### src/rtl/pulsador_mantenimiento.sv
// Pushbutton front end for the maintenance monitor.
// Synchronises and debounces one raw button. A short press produces a single-cycle
// M pulse and bumps press_count; a long press produces a RST_PULSE-cycle rst_manual
// pulse and never M. Reset is asynchronous, active-low, on port rst.
module pulsador_mantenimiento #(
  parameter int DEB_CYCLES  = 4,
  parameter int LONG_CYCLES = 50,
  parameter int RST_PULSE   = 4
) (
  input  logic       clk,
  input  logic       rst,
  input  logic       btn_raw,
  output logic       M,
  output logic       rst_manual,
  output logic       btn_level,
  output logic [7:0] press_count
);

  localparam int DW = (DEB_CYCLES  > 1) ? $clog2(DEB_CYCLES)  : 1;
  localparam int HW = (LONG_CYCLES > 1) ? $clog2(LONG_CYCLES) : 1;
  localparam int PW = (RST_PULSE   > 1) ? $clog2(RST_PULSE)   : 1;

  localparam logic [DW-1:0] DEB_LAST   = DW'(DEB_CYCLES - 1);
  localparam logic [HW-1:0] HOLD_LAST  = HW'(LONG_CYCLES - 1);
  localparam logic [PW-1:0] PULSE_LAST = PW'(RST_PULSE - 1);

  typedef enum logic [2:0] {
    IDLE,
    DEB_PRESS,
    PRESSED,
    LONG_HELD,
    DEB_RELEASE
  } state_t;

  state_t        state;
  logic          btn_m;
  logic          btn_s;
  logic [DW-1:0] deb_cnt;
  logic [HW-1:0] hold_cnt;
  logic [PW-1:0] pulse_cnt;
  logic          long_f;
  logic          start_pulse;

  // The hold threshold reached while the button is still down; a release seen in
  // the same cycle takes priority, so btn_s is part of the condition.
  assign start_pulse = (state == PRESSED) && btn_s && (hold_cnt == HOLD_LAST);

  // Two-flop synchroniser for the asynchronous button input.
  // NOTE: sequential state always uses non-blocking assignments so every flop
  // samples the pre-edge value of the others; blocking here would collapse the
  // two stages into one.
  always_ff @(posedge clk or negedge rst) begin
    if (!rst) begin
      btn_m <= 1'b0;
      btn_s <= 1'b0;
    end else begin
      btn_m <= btn_raw;
      btn_s <= btn_m;
    end
  end

  // Debounce/press-classification FSM with registered M, btn_level and press_count.
  always_ff @(posedge clk or negedge rst) begin
    if (!rst) begin
      state       <= IDLE;
      deb_cnt     <= '0;
      hold_cnt    <= '0;
      long_f      <= 1'b0;
      M           <= 1'b0;
      btn_level   <= 1'b0;
      press_count <= 8'd0;
    end else begin
      // NOTE: M defaults low every cycle so any assertion below lasts exactly one cycle.
      M <= 1'b0;
      unique case (state)
        IDLE: begin
          if (btn_s) begin
            state   <= DEB_PRESS;
            deb_cnt <= '0;
          end
        end
        DEB_PRESS: begin
          if (!btn_s) begin
            state <= IDLE;
          end else if (deb_cnt == DEB_LAST) begin
            state     <= PRESSED;
            hold_cnt  <= '0;
            btn_level <= 1'b1;
          end else begin
            deb_cnt <= deb_cnt + DW'(1);
          end
        end
        PRESSED: begin
          if (!btn_s) begin
            state   <= DEB_RELEASE;
            long_f  <= 1'b0;
            deb_cnt <= '0;
          end else if (start_pulse) begin
            state <= LONG_HELD;
          end else if (hold_cnt != HOLD_LAST) begin
            hold_cnt <= hold_cnt + HW'(1);
          end
        end
        LONG_HELD: begin
          if (!btn_s) begin
            state   <= DEB_RELEASE;
            long_f  <= 1'b1;
            deb_cnt <= '0;
          end
        end
        DEB_RELEASE: begin
          if (btn_s) begin
            state <= long_f ? LONG_HELD : PRESSED;
          end else if (deb_cnt == DEB_LAST) begin
            state     <= IDLE;
            btn_level <= 1'b0;
            if (!long_f) begin
              M           <= 1'b1;
              press_count <= press_count + 8'd1;
            end
          end else begin
            deb_cnt <= deb_cnt + DW'(1);
          end
        end
        default: state <= IDLE;
      endcase
    end
  end

  // rst_manual pulse timer: fixed width once started, independent of the button.
  always_ff @(posedge clk or negedge rst) begin
    if (!rst) begin
      rst_manual <= 1'b0;
      pulse_cnt  <= '0;
    end else if (start_pulse) begin
      rst_manual <= 1'b1;
      pulse_cnt  <= '0;
    end else if (rst_manual) begin
      if (pulse_cnt == PULSE_LAST) begin
        rst_manual <= 1'b0;
      end else begin
        pulse_cnt <= pulse_cnt + PW'(1);
      end
    end
  end

endmodule

### config.mk
export PLATFORM = sky130hd
export DESIGN_NAME = pulsador_mantenimiento
export DESIGN_NICKNAME = d
export VERILOG_FILES = /design/src/rtl/pulsador_mantenimiento.sv
export SDC_FILE = /design/constraint.sdc
export NUM_CORES = 1
export LEC_CHECK = 0
export BUFFER_PORTS_ARGS = -buffer_cell sky130_fd_sc_hd__buf_2
export CAP_MARGIN = 15
export CORE_AREA = 2 2 54 76
export CTS_CLUSTER_SIZE = 30
export DETAILED_ROUTE_END_ITERATION = 10
export DIE_AREA = 0 0 56 78
export PLACE_DENSITY = 0.63
export SLEW_MARGIN = 25
export SYNTH_ARGS = -nofsm -noshare
export SYNTH_HDL_FRONTEND = slang
export SYNTH_SLANG_ARGS = --single-unit
### constraint.sdc
create_clock -name clk -period 4.2 [get_ports clk]
set_input_delay 0.84 -clock clk [delete_from_list [all_inputs] [get_ports clk]]
set_output_delay 0.84 -clock clk [all_outputs]
set_load 0.005 [all_outputs]
==> results.md <==
| Parameter | Value | Unit |
| --- | --- | --- |
| Run status | finished clean | - |
| Main combinational cell family by area after synthesis | simple AND/OR/NAND/NOR gates | - |
| Count of pins over their slew limit | 0 | - |
| Net total in the final layout | 159 | - |
| Buffer depth of the longest clock path | 2 | - |
| Number of synthesized flops with an enable pin | 0 | - |
| CTS sink count | 27 | - |
| Avg Inst Size Synth | 10.21 | um^2 |
| Primary flip-flop cell chosen by synthesis mapping | sky130_fd_sc_hd__dfrtp_1 | - |
| DRC viols | 0 | - |
| Count of yosys warnings during synthesis | 0 | - |
| Comb pwr share | 18.9 | % |
| Synth async-reset ratio | 100.0 | % |
| Total via count after detailed routing | 1044 | - |
| Number of vias per cell after detailed routing | 5.438 | - |
| Clock latency at the later pin of the worst-skew pair | 280 | ps |
| Switching Power | 0.0001842 | W |
| Max-Cap Viols | 0 | - |
| Internal Pwr Total | 0.0004089 | W |
| Required time of the critical path | 4410 | ps |
| Type of destination of the critical path | register | - |
| Clock transition time at the flip-flop clock pins of the worst setup and hold paths | 90 | ps |
| Post-cts repair resize count | 0 | - |
| Number of post-CTS setup repair buffers | 0 | - |
| Setup repair after global routing missed its margin | no | - |
| Post-route clock skew | 3.441 | ps |
| Post-Synthesis Net Count | 147 | - |
| Placement row count | 26 | - |
| IO Port Bufs | 13 | - |
| Post-synthesis instance area | 1419 | um^2 |
| DP Wirelength | 1929 | um |
| Sequential share of power | 55.5 | % |
| Total congestion overflow | 0 | - |
| TritonCTS Buffers | 3 | - |
| Transition time at the pin with the least slew margin | 618.0 | ps |
| Share of synthesized area occupied by flip-flops and latches | 47.62 | % |
| Number of DRC violations after detailed-routing iteration 0 | 31 | - |
| Classification of the worst-slack hold path | register to register | - |
| Root buffer selected by CTS | sky130_fd_sc_hd__clkbuf_8 | - |
| Post-Synth Adder-Cell Area | 4.409 | % |
| Number of buffers added to fix hold violations after cts | 0 | - |
| Die span in x | 56 | um |
| Category of the worst setup path launch point | register | - |
| Core Region | 3643 | um^2 |
| Final setup viols | 0 | - |
| Post-synthesis share of cell area spent on xor and xnor gates | 5.556 | % |
| Die outline area | 4368 | um^2 |
| Vias in the first global route | 1113 | - |
| Global-route wire length before repair | 4857 | um |
| Number of instances in the synthesized netlist | 139 | - |
| Static Leakage | 0.7211 | nW |
| Gr usage total | 13.79 | % |
| Number of antenna violations at the first check in global routing | 0 | - |
| Final ANT Viol Nets | 0 | - |
| Critical path class | register to register | - |
| I/O pin count | 14 | - |
| Reg-to-reg setup timing slack | 2420 | ps |
| Final Hold Viols | 0 | - |
| Critical Path AT | 1990 | ps |
| Routed wire length per instance | 13.84 | um |
| Effective utilization at floorplan | 38.94 | % |
| Share of the cycle needed by the critical path after routing | 42.42 | % |
| Total power | 0.0005931 | W |
| Largest fanout on the critical path | 9 | - |
| Count of state elements after synthesis | 27 | - |
| Die Height | 78 | um |
| Power per cell area | 382.9 | nW/um^2 |
| Fmax | 561.3 | MHz |
| Proportion of total power due to net switching | 31.06 | % |
| Post-Route Utilization | 42.51 | % |
| CTS H-Tree Depth | 1 | - |
| Total inserted antenna cells | 0 | - |
| Mux share of post-synthesis cell area | 2.998 | % |
| Headroom to the max-slew limit | 58.80 | % |
| Final instance area | 1549 | um^2 |
| Pre-CTS worst setup slack | 2413 | ps |
| Number of search-and-repair iterations in the first detailed-routing pass | 4 | - |
| Fill cell instance count of the final layout | 372 | - |
| Fraction of the mapped netlist area in compound gates | 13.05 | % |
| Clk network pwr share | 25.6 | % |
| Maximum number of pins on one net before global-route repair | 28 | - |
| Fraction of layout cells with a size suffix above 1 | 17.33 | % |
| TritonCTS clock tree | done | - |
| Layout-stage area growth over the synthesis result | 9.171 | % |
| Post-synthesis cell type count | 37 | - |
| Final worst setup slack | 2418 | ps |
| Max IR drop VDD | 0.2391 | mV |
| Final weighted congestion in routability-driven placement | 0.7811 | - |
| Total Wirelength | 2657 | um |
| Post-synthesis simple-gate area fraction | 22.49 | % |
| Cell area reported after detailed placement | 1500 | um^2 |
| Total negative setup slack | 0 | ps |
| Min Clock Period, post-route | 1782 | ps |
-- Yosys cell counts (2+ instances only) --
cell type / n / area (um^2)
sky130_fd_sc_hd__a211oi_1: 3 / 22.52
sky130_fd_sc_hd__a21o_1: 2 / 15.01
sky130_fd_sc_hd__a21oi_1: 2 / 10.01
sky130_fd_sc_hd__a31oi_1: 3 / 18.77
sky130_fd_sc_hd__and3_1: 3 / 18.77
sky130_fd_sc_hd__buf_2: 2 / 10.01
sky130_fd_sc_hd__dfrtp_1: 27 / 675.7
sky130_fd_sc_hd__ha_1: 5 / 62.56
sky130_fd_sc_hd__inv_1: 5 / 18.77
sky130_fd_sc_hd__mux2_2: 2 / 22.52
sky130_fd_sc_hd__mux2i_1: 2 / 20.02
sky130_fd_sc_hd__nand2_1: 8 / 30.03
sky130_fd_sc_hd__nand2b_1: 5 / 31.28
sky130_fd_sc_hd__nand3_1: 10 / 50.05
sky130_fd_sc_hd__nand4_1: 6 / 37.54
sky130_fd_sc_hd__nor2_1: 11 / 41.29
sky130_fd_sc_hd__nor2b_1: 2 / 12.51
sky130_fd_sc_hd__nor3b_1: 2 / 15.01
sky130_fd_sc_hd__o21ai_0: 13 / 65.06
sky130_fd_sc_hd__o31ai_1: 2 / 15.01
sky130_fd_sc_hd__xnor2_1: 6 / 52.55
sky130_fd_sc_hd__xor2_1: 3 / 26.28
-- power by group through the flow --
stage | combinational (W) | sequential (W) | clock, W
after floorplan | 0.000113 | 0.000309 | 0
after global routing | 0.000131 | 0.000337 | 0.000171
after CTS | 0.000114 | 0.000330 | 0.000157
final | 0.000112 | 0.000329 | 0.000152
after global placement | 0.000111 | 0.000333 | 0
after detailed placement | 0.000114 | 0.000336 | 0
-- routing by layer --
| metal | global-route usage [%] | share of wire [%] |
|---|---|---|
| met1 | 15.96 | 42 |
| met2 | 25.29 | 53 |
| met3 | 3.167 | 3.7 |
| met4 | 3.333 | 0.87 |
| met5 | 0 | 0 |
-- per-stage QoR --
step                hold WS [ps]  cells
CTS                        376.2    192
floorplan                  331.2    139
global placement           340.8    188
finish                     372.5    192
detailed placement         352.8    188
global route               390.1    192
-- final timing paths --
check / start / end / depth (start not counted)
setup reg to reg: deb_cnt[0] / press_count[6] / 5
min in group asynchronous: rst / press_count[0] / 1
setup / recovery: deb_cnt[0] / press_count[6] / 5
max in group asynchronous: rst / state[2] / 1
hold reg to reg: btn_m / btn_s / 0
hold / removal: btn_m / btn_s / 0
-- critical path, cell delays in order (launching register included) --
cell and delay, ps:
sky130_fd_sc_hd__dfrtp_1 430, sky130_fd_sc_hd__ha_1 290, sky130_fd_sc_hd__nand3b_2 120, sky130_fd_sc_hd__nor4_4 430, sky130_fd_sc_hd__and4_1 290, sky130_fd_sc_hd__xor2_1 150
-- placed cells by master (no fill, tap or decap) --
cell type,count
sky130_fd_sc_hd__dfrtp_1,27
sky130_fd_sc_hd__o21ai_0,13
sky130_fd_sc_hd__buf_2,13
sky130_fd_sc_hd__nor2_1,11
sky130_fd_sc_hd__nand3_1,10
sky130_fd_sc_hd__nand2_1,8
sky130_fd_sc_hd__nand4_1,6
sky130_fd_sc_hd__xnor2_1,6
sky130_fd_sc_hd__inv_1,5
sky130_fd_sc_hd__nand2b_1,5
sky130_fd_sc_hd__ha_1,5
sky130_fd_sc_hd__and3_1,3
sky130_fd_sc_hd__a31oi_1,3
sky130_fd_sc_hd__xor2_1,3
sky130_fd_sc_hd__a211oi_1,3
sky130_fd_sc_hd__clkbuf_8,3
sky130_fd_sc_hd__a21o_1,2
sky130_fd_sc_hd__nor2b_1,2
sky130_fd_sc_hd__o31ai_1,2
sky130_fd_sc_hd__mux2i_1,2
sky130_fd_sc_hd__nor3b_1,2
sky130_fd_sc_hd__a21oi_1,2
sky130_fd_sc_hd__mux2_2,2
sky130_fd_sc_hd__nand3b_2,1
sky130_fd_sc_hd__nor4_4,1
sky130_fd_sc_hd__or3b_1,1
sky130_fd_sc_hd__or2_2,1
sky130_fd_sc_hd__nor3b_2,1
sky130_fd_sc_hd__o2111ai_2,1
sky130_fd_sc_hd__or3b_2,1
sky130_fd_sc_hd__and4_1,1
sky130_fd_sc_hd__nor3_1,1
sky130_fd_sc_hd__o311ai_2,1
sky130_fd_sc_hd__o21a_1,1
sky130_fd_sc_hd__clkinvlp_4,1
-- registers in the layout (all words and copies together) (netlist names) --
| signal | flops |
|---|---|
| btn_m | 1 |
| M | 1 |
| state | 3 |
| btn_level | 1 |
| pulse_cnt | 2 |
| btn_s | 1 |
| rst_manual | 1 |
| press_count | 8 |
| hold_cnt | 6 |
| deb_cnt | 2 |
| long_f | 1 |
-- layout make-up --
class	instances	area, um^2	area share (%)
multi-input combinational	101	688.2	44.43
clock buffer	3	41.29	2.666
inverter	5	18.77	1.212
clock inverter	1	7.507	0.4847
timing repair buffer	13	65.06	4.200
tap	42	52.55	3.393
sequential	27	675.6	43.62
-- cells by family (layout without fill, tap and decap cells) --
group,count (synthesis),in the layout
xor gates and xnor gates,9,9
AOI/OAI and AO/OA,28,28
and+or+nand+nor,55,55
DFF,27,27
muxes,4,4
buffers and inverters,11,22
adders and majority gates,5,5
(Power assumes the default switching activity.)
